--- src/rtl/scan_arbiter_if.sv ---
// Requester/grant bundle shared between the scanners and the arbiter.
interface scan_arbiter_if;
    logic [1:0] req;
    logic [1:0] flushReq;
    logic [1:0] ack;
    logic [1:0] grant;
    logic [1:0] flushGo;

    // Scanner side: raises requests and acknowledges, observes grants.
    modport master (
        output req,
        output flushReq,
        output ack,
        input  grant,
        input  flushGo
    );

    // Arbiter side.
    modport slave (
        input  req,
        input  flushReq,
        input  ack,
        output grant,
        output flushGo
    );
endinterface

--- src/rtl/scan_arbiter.sv ---
// Two-scanner arbiter for a shared transfer channel with flush priority,
// round-robin tie-breaking and acknowledge timeout.
module scan_arbiter #(
    parameter int unsigned XFER_CYCLES  = 2,
    parameter int unsigned FLUSH_CYCLES = 2,
    parameter int unsigned ACK_TIMEOUT  = 8
) (
    input  logic                clk,
    input  logic                reset,
    scan_arbiter_if.slave       bus,
    output logic                busy,
    output logic                owner,
    output logic                timeoutErr,
    output logic [2:0]          state,
    output logic [3:0]          cycleCount
);

    localparam int unsigned CNT_W = 4;
    localparam logic [CNT_W-1:0] XFER_LAST  = CNT_W'(XFER_CYCLES - 1);
    localparam logic [CNT_W-1:0] FLUSH_LAST = CNT_W'(FLUSH_CYCLES - 1);
    localparam logic [CNT_W-1:0] ACK_LAST   = CNT_W'(ACK_TIMEOUT - 1);

    typedef enum logic [2:0] {
        ARB_IDLE = 3'b000,
        WAIT_ACK = 3'b001,
        XFER     = 3'b010,
        FLUSH    = 3'b011,
        RELEASE  = 3'b100
    } arb_state_e;

    arb_state_e       state_q, state_d;
    logic             owner_q, owner_d;
    logic             rr_ptr_q, rr_ptr_d;
    logic             terr_q, terr_d;
    logic             busy_q, busy_d;
    logic [CNT_W-1:0] cnt_q, cnt_d;
    logic [1:0]       grant_q, grant_d;
    logic [1:0]       flush_go_q, flush_go_d;

    // Both requesting: favoured scanner wins; otherwise the lone requester.
    function automatic logic pick(input logic [1:0] bits, input logic rr);
        return (bits == 2'b11) ? rr : bits[1];
    endfunction

    // Next-state, owner/pointer update and registered-output preparation.
    always_comb begin
        state_d    = state_q;
        owner_d    = owner_q;
        rr_ptr_d   = rr_ptr_q;
        terr_d     = 1'b0;
        cnt_d      = '0;
        grant_d    = 2'b00;
        flush_go_d = 2'b00;
        busy_d     = 1'b0;

        case (state_q)
            ARB_IDLE: begin
                if (|bus.flushReq) begin
                    state_d = FLUSH;
                    owner_d = pick(bus.flushReq, rr_ptr_q);
                end else if (|bus.req) begin
                    state_d = WAIT_ACK;
                    owner_d = pick(bus.req, rr_ptr_q);
                end
            end
            WAIT_ACK: begin
                if (bus.ack[owner_q]) begin
                    state_d = XFER;
                end else if (!bus.req[owner_q]) begin
                    state_d = RELEASE;
                end else if (cnt_q == ACK_LAST) begin
                    state_d = RELEASE;
                    terr_d  = 1'b1;
                end
            end
            XFER: begin
                if (cnt_q == XFER_LAST) begin
                    state_d = RELEASE;
                end
            end
            FLUSH: begin
                if (cnt_q == FLUSH_LAST) begin
                    state_d = RELEASE;
                end
            end
            RELEASE: begin
                state_d  = ARB_IDLE;
                rr_ptr_d = ~owner_q;
            end
            default: begin
                state_d = ARB_IDLE;
            end
        endcase

        // In-state counter: restarts on every change, runs only in timed states.
        if (state_d != state_q) begin
            cnt_d = '0;
        end else if (state_q == WAIT_ACK || state_q == XFER || state_q == FLUSH) begin
            cnt_d = cnt_q + CNT_W'(1);
        end

        if (state_d == WAIT_ACK || state_d == XFER) begin
            grant_d = owner_d ? 2'b10 : 2'b01;
        end
        if (state_d == FLUSH) begin
            flush_go_d = owner_d ? 2'b10 : 2'b01;
        end
        busy_d = (state_d != ARB_IDLE);
    end

    // State and output registers with synchronous reset.
    always_ff @(posedge clk) begin
        if (reset) begin
            state_q    <= ARB_IDLE;
            owner_q    <= 1'b0;
            rr_ptr_q   <= 1'b0;
            terr_q     <= 1'b0;
            busy_q     <= 1'b0;
            cnt_q      <= '0;
            grant_q    <= 2'b00;
            flush_go_q <= 2'b00;
        end else begin
            state_q    <= state_d;
            owner_q    <= owner_d;
            rr_ptr_q   <= rr_ptr_d;
            terr_q     <= terr_d;
            busy_q     <= busy_d;
            cnt_q      <= cnt_d;
            grant_q    <= grant_d;
            flush_go_q <= flush_go_d;
        end
    end

    assign bus.grant   = grant_q;
    assign bus.flushGo = flush_go_q;
    assign busy        = busy_q;
    assign owner       = owner_q;
    assign timeoutErr  = terr_q;
    assign state       = state_q;
    assign cycleCount  = cnt_q;

endmodule

--- src/flat_wrapper.sv ---
// flat-port wrapper written by rule: the top's interface ports become plain ports
module scan_arbiter_flat 
#(
    parameter int unsigned XFER_CYCLES  = 2,
    parameter int unsigned FLUSH_CYCLES = 2,
    parameter int unsigned ACK_TIMEOUT  = 8
)
  (clk, reset, busy, owner, timeoutErr, state, cycleCount, bus_req, bus_flushReq, bus_ack, bus_grant, bus_flushGo);
  scan_arbiter_if bus_i ();
  input  logic clk;
  input  logic reset;
  output logic busy;
  output logic owner;
  output logic timeoutErr;
  output logic [2:0] state;
  output logic [3:0] cycleCount;
  input wire logic [$bits(bus_i.req)-1:0] bus_req;
  input wire logic [$bits(bus_i.flushReq)-1:0] bus_flushReq;
  input wire logic [$bits(bus_i.ack)-1:0] bus_ack;
  output wire logic [$bits(bus_i.grant)-1:0] bus_grant;
  output wire logic [$bits(bus_i.flushGo)-1:0] bus_flushGo;
  assign bus_i.req = bus_req;
  assign bus_i.flushReq = bus_flushReq;
  assign bus_i.ack = bus_ack;
  assign bus_grant = bus_i.grant;
  assign bus_flushGo = bus_i.flushGo;
  scan_arbiter #(.XFER_CYCLES(XFER_CYCLES), .FLUSH_CYCLES(FLUSH_CYCLES), .ACK_TIMEOUT(ACK_TIMEOUT)) u_core (.clk(clk), .reset(reset), .bus(bus_i), .busy(busy), .owner(owner), .timeoutErr(timeoutErr), .state(state), .cycleCount(cycleCount));
endmodule
--- config.mk ---
export PLATFORM = sky130hd
export DESIGN_NAME = scan_arbiter_flat
export DESIGN_NICKNAME = d
export VERILOG_FILES = /design/src/rtl/scan_arbiter_if.sv /design/src/rtl/scan_arbiter.sv /design/src/flat_wrapper.sv
export SDC_FILE = /design/constraint.sdc
export NUM_CORES = 1
export LEC_CHECK = 0
export ABC_CLOCK_PERIOD_IN_PS = 1620
export CAP_MARGIN = 40
export CORE_UTILIZATION = 40
export DETAILED_ROUTE_END_ITERATION = 6
export PLACE_DENSITY = 0.72
export SETUP_SLACK_MARGIN = 0.15
export SYNTH_ARGS = -nofsm -noshare
export SYNTH_HDL_FRONTEND = slang
export SYNTH_SLANG_ARGS = --single-unit
--- constraint.sdc ---
create_clock -name clk -period 1.62 [get_ports clk]
set_clock_uncertainty 0.15 [all_clocks]
set_input_delay 0.405 -clock clk [delete_from_list [all_inputs] [get_ports clk]]
set_output_delay 0.405 -clock clk [all_outputs]
set_load 0.02 [all_outputs]
## Yosys cells after proc, flatten, opt, wreduce, memory -nomap -nowiden

Cells that the tools add are included.

| word-level totals | value |
|---|---|
| register bits after elaboration | 15 |
| input port bits | 8 |
| output and inout bits | 14 |
| logic and storage cells | 58 |

| cells by class | value |
|---|---|
| $add $sub $neg | 1 |
| magnitude comparators | 1 |
| eq/ne operators | 12 |
| muxes and demuxes | 18 |
| bitwise gates (word level) | 6 |
| reductions and logical operators | 12 |

Operators with widths:

| cell | number |
|---|---|
| 2-to-1 mux 3 bit | 6 |
| equality test 3 x 2 -> 1 bit (second input constant) | 4 |
| 2-to-1 mux 1 bit | 10 |
| OR reduction 2 bit | 5 |
| case mux 3 bit (3 select lines) | 1 |
| equality test 3 x 1 -> 1 bit (second input constant) | 2 |
| inverter 1 bit | 6 |
| adder 4 x 1 -> 4 bit (second input constant) | 1 |
| equality test 2 bit (second input constant) | 2 |
| equality test 4 x 1 -> 1 bit (second input constant) | 1 |
| equality test 4 x 3 -> 1 bit (second input constant) | 1 |
| OR reduction 4 bit | 1 |
| equality test 3 bit (second input constant) | 1 |
| zero test 3 bit | 1 |
| logical OR 1 bit | 3 |
| inequality test 3 bit | 1 |
| nonzero test 3 bit | 1 |
| OR reduction 3 bit | 1 |
| less-than comparator 1 x 2 -> 1 bit (second input constant) | 1 |
| 2-to-1 mux 2 bit | 1 |

## Longest topological paths before layout

| logic depth | value |
|---|---|
| depth after elaboration | 9 |
| depth in mapped cells | 6 |
| mapped depth without buffers | 6 |

## Least setup slack after synthesis

Ideal clock, no wire load.

| timing path | value |
|---|---|
| path type | register -> register |
| from | register u_core.cnt_q[0] (netlist: u_core.cycleCount[0]) |
| to | register u_core.grant_q[0] (netlist: u_core.bus.grant[0]) |
| setup time | 131 ps |
| arrival time | 1,536 ps |
| data required time | 1,339 ps |
| slack | -197 ps |
| cell stages (with the launch flop) | 6 |
| buffers on the path | 0 |
| clock period less this slack | 1,817 ps |
| cell sequence | dfxtp_1 > ha_1 > nor4bb_1 > a311oi_1 > a221oi_2 > nor4_2 |

| between the ends | value |
|---|---|
| longest elaborated chain between the ends | 9 |
| elaborated cells on any way between the ends | 12 |
| classes of those cells | eq/ne: 4; mux: 5; bitwise: 1; reduce/logical: 2 |

RTL lines:

| element | RTL line | source |
|---|---|---|
| from (decl) | scan_arbiter.sv:36 | `logic [CNT_W-1:0] cnt_q, cnt_d;` |
| from (signal assigned) | scan_arbiter.sv:128 | `cnt_q <= cnt_d;` |
| equality test 4 x 3 -> 1 bit | scan_arbiter.sv:71 | `end else if (cnt_q == ACK_LAST) begin` |
| 2-to-1 mux 3 bit | scan_arbiter.sv:71 |  |
| 2-to-1 mux 3 bit | scan_arbiter.sv:69 | `end else if (!bus.req[owner_q]) begin` |
| 2-to-1 mux 3 bit | scan_arbiter.sv:67 | `if (bus.ack[owner_q]) begin` |
| case mux 3 bit (3 select lines) * | scan_arbiter.sv:56 | `case (state_q)` |
| equality test 3 x 1 -> 1 bit / equality test 3 x 2 -> 1 bit (equally long branches) | scan_arbiter.sv:102 | `if (state_d == WAIT_ACK \|\| state_d == XFER) begin` |
| logical OR 1 bit * | scan_arbiter.sv:102 |  |
| inverter 1 bit (no source line) * | - |  |
| OR reduction 2 bit (no source line) * | - |  |
| to (signal assigned) | scan_arbiter.sv:129 | `grant_q <= grant_d;` |
| to (decl) | scan_arbiter.sv:37 | `logic [1:0] grant_q, grant_d;` |

Mark *: on every way between the ends. The rest lies on a longest branch, timed or not.
A chain may end at the register's enable or synchronous reset.

## Final worst setup path

| timing path | value |
|---|---|
| from | register u_core.cnt_q[1] (netlist: u_core.cycleCount[1]) |
| to | register u_core.cnt_q[2] (netlist: u_core.cycleCount[2]) |

| between the ends | value |
|---|---|
| longest elaborated chain between the ends | 7 |
| elaborated cells on any way between the ends | 10 |
| classes of those cells | add/sub: 1; eq/ne: 3; mux: 5; reduce/logical: 1 |

RTL lines:

| element | RTL line | source |
|---|---|---|
| equality test 4 x 3 -> 1 bit | scan_arbiter.sv:71 |  |
| 2-to-1 mux 3 bit | scan_arbiter.sv:71 |  |
| 2-to-1 mux 3 bit | scan_arbiter.sv:69 |  |
| 2-to-1 mux 3 bit | scan_arbiter.sv:67 |  |
| case mux 3 bit (3 select lines) | scan_arbiter.sv:56 |  |
| inequality test 3 bit | scan_arbiter.sv:96 | `if (state_d != state_q) begin` |
| OR reduction 3 bit (no source line) | - |  |

Parallel ways exist; a longest one is shown, timed or not.

==> flow_summary_export.csv <==
group,metric,value,unit
run_status,status,"finished with violations",
run_status,violations,"negative setup slack",
timing,worst_pin_slew,0.400,ns
die,initial_core_util,0.424,
die,coreArea,1730,µm²
detailed_routing,first_pass_iters,4,
placed_design,hpwl,1480,µm
timing,fmax,0.602,GHz
cts,clk_pin_slew,0.09,ns
timing,setup_violations,10,
die,die_h,44.8,µm
power,powerDensity,1030,nW/µm²
power,p_leak,0.565,nW
power,pwr-share-comb,0.517,
timing,slew_viol_final,0,
synthesis,synth.net_count,90,
cts,worstSkewPairLatency,0.30,ns
cts,cts_buffer_depth,2,
placed_design,dp_slack,-0.569,ns
die,die_width,44.8,µm
global_route,grt_usage,0.278,
global_route,grt_pass1_vias,829,
flow_run,cap_violations,0,
cts,clock_sinks,15,
synthesis,synth_edf_count,0,
timing,period_minus_slack,1.66,ns
placed_design,routabilityCongestion,0.743,
die,io_pins,22,
detailed_routing,post_drt_via_cell_ratio,5.55,
synthesis,synth_seq_area_share,0.410,
power,switching_power,0.000536,W
hold_path,hold_path_startpoint,"u_core.rr_ptr_q$_SDFFE_PP0N_",
detailed_routing,drt_first_iter_violations,37,
placed_design,dp_cells,144,
cts,numCtsBuffers,3,
layout,n_antenna_cell,0,
setup_path,setup.worst_path.start_class,"flip-flop",
layout,area_delta_synth_final,88.7,%
timing,period_share,1.03,
synthesis,postSynthAreaPerCell,9.15,µm²
layout,layout-drive-gt1-share,0.672,
power,p_seq_frac,0.329,
synthesis,yosysTopAreaCellShare,0.410,
global_route,grt_first_pass_wirelength,3930,µm
power,swShare,0.376,
cts,hold_buffers,0,
synthesis,ys.flop_type,"dfxtp_1",
timing,hold_viol,0,
setup_path,arrival,1.70,ns
layout,final_cells,159,
setup_path,rr_endpoint,"u_core.cycleCount[2]$_SDFF_PP0_",
cts,htree_levels,1,
setup_path,rr_startpoint,"u_core.cycleCount[1]$_SDFF_PP0_",
synthesis,synth_cell_types,38,
hold_path,worstHoldEndpoint,"u_core.rr_ptr_q$_SDFFE_PP0N_",
synthesis,synthCells,80,
hold_path,hp-class,"flip-flop to flip-flop",
synthesis,yosysMostFrequentCell,"dfxtp_1",
synthesis,yosysWarnings,0,
power,clock_power_share,0.154,
synthesis,synth_area,732,µm²
timing,rsz0062_at_grt,"true",
power,ir_worst_vdd,0.651,mV
power,internal-power,0.000889,W
detailed_routing,wl,2730,µm
detailed_routing,drcViolationCount,0,
hold_path,hold_path_depth,2,
synthesis,ys_seq_elements,15,
timing,fin_tns_setup,-0.306,ns
cts,cts_root_buf,"clkbuf_4",
timing,slew_headroom,0.733,
die,die-area,2000,µm²
global_route,grt_max_degree,10,
power,power.total,0.00142,W
setup_path,critical_path_class,"flip-flop to flip-flop",
die,rows,15,
synthesis,synthTopCellsByArea,"dfxtp_1, nor2_1, ha_1",
cts,cts_tree,"built",
placed_design,io_buffers,21,
synthesis,yosys.area.top_type,"dfxtp_1",
setup_path,crit_fanout,4,
setup_path,regToRegSetupSlack,-0.04,ns
synthesis,ys_async_sr_fraction,0,
global_route,antenna_found_initial,0,
timing,finalWorstSetupSlack,-0.0410,ns
detailed_routing,via_count,882,
layout,final_nets,145,
synthesis,ys_top_cells_by_count,"dfxtp_1, nor2_1, inv_1, nor3_1, a21oi_1",
setup_path,end_kind,"flip-flop",
detailed_routing,postRouteAntennaNets,0,
layout,fin_util,0.800,
setup_path,worstPathRequired,1.66,ns
detailed_routing,wl_per_cell,17.2,µm
global_route,grt-ovfl-total,0,
setup_path,r2r_cells,8,
==> layout by cell type, fill, tap and decap left out, types with 2 or more instances in the layout <==
cell,instances
a21oi_1,2
buf_2,6
buf_4,26
buf_6,9
clkbuf_2,6
clkbuf_4,3
clkdlybuf4s15_2,2
dfxtp_1,8
dfxtp_4,6
dlygate4sd2_1,2
ha_4,2
inv_1,3
nand3_1,2
nor2_1,8
nor2_2,6
nor3_1,3
nor4_2,3
==> power groups by stage <==
stage               registers (W)  clock network (W)  logic, W
global route             0.000474           0.000245  0.000763
CTS                      0.000466           0.000220  0.000634
floorplan                0.000529                  0  0.000234
finish                   0.000468           0.000220  0.000737
detailed placement       0.000468                  0  0.000558
global placement         0.000464                  0  0.000546
==> registers in the layout, indices dropped and copies added (netlist names) <==
name and cells:
u_core.cycleCount 4, u_core.state 3, u_core.bus.flushGo 2, u_core.bus.grant 2
u_core.busy 1, u_core.owner 1, u_core.rr_ptr_q 1, u_core.timeoutErr 1
==> layer usage <==
metal	wire (µm)	vias up	global-route usage
met5	0	-	0
met4	74	0	0.0848
met3	160	16	0.0800
li1	-	403	-
met1	1060	413	0.321
met2	1430	50	0.494
==> layout make-up <==
class                      instances  area [µm²]
clock buffer                       4        26.3
fill                             104         345
inverter                           4        15.0
multi-input combinational         59         578
sequential                        15         324
tap                               25        31.3
timing repair buffer              52         407
==> stage by stage <==
stage          hold WS (ns)  cell area [µm²]
6_report              0.378             1380
5_1_grt               0.399             1380
4_1_cts               0.375             1320
3_5_place_dp          0.295             1160
3_3_place_gp          0.284             1160
2_1_floorplan         0.332              778
==> repair_timing <==
action / 4_1_cts / 5_1_grt
endpoints found under the setup margin: 28 / 25
setup buffers: 6 / 5
hold endpoints to repair: 0 / 0
resized for setup: 83 / 30
pin swaps: 11 / 10
==> worst max-delay path by stage <==
stage | start | slack, ns | endpoint | cells after the start
6_report | u_core.cycleCount[1]$_SDFF_PP0_ | -0.04 | u_core.cycleCount[2]$_SDFF_PP0_ | 8
3_5_place_dp | bus_req[0] | -0.57 | u_core.bus.grant[0]$_SDFF_PP0_ | 5
2_1_floorplan | bus_req[0] | -0.04 | u_core.bus.grant[0]$_SDFF_PP0_ | 4
4_1_cts | u_core.cycleCount[1]$_SDFF_PP0_ | -0.03 | u_core.bus.grant[0]$_SDFF_PP0_ | 7
5_1_grt | u_core.cycleCount[1]$_SDFF_PP0_ | -0.12 | u_core.cycleCount[2]$_SDFF_PP0_ | 7
3_3_place_gp | bus_req[0] | -0.48 | u_core.bus.grant[0]$_SDFF_PP0_ | 5
==> critical path, cell delays in order, from the launching register on <==
cell and delay [ns]:
dfxtp_4 0.36, inv_2 0.06, ha_4 0.13, nor3b_4 0.21, buf_6 0.14, nor2_1 0.06
o21ai_1 0.20, buf_4 0.20, nor2_2 0.03
==> cell families (layout without fill, tap and decap cells) <==
| group | Yosys count | after routing | synth area share |
|---|---|---|---|
| AOI/OAI and AO/OA | 13 | 13 | 0.142 |
| xor gates and xnor gates | 2 | 2 | 0.0239 |
| adders and majority gates | 2 | 2 | 0.0342 |
| buffers and inverters | 6 | 60 | 0.0308 |
| DFF | 15 | 15 | 0.410 |
| muxes | 3 | 3 | 0.0427 |
| and+or+nand+nor | 39 | 39 | 0.316 |
Note: power is estimated with default switching activity, not from simulation.
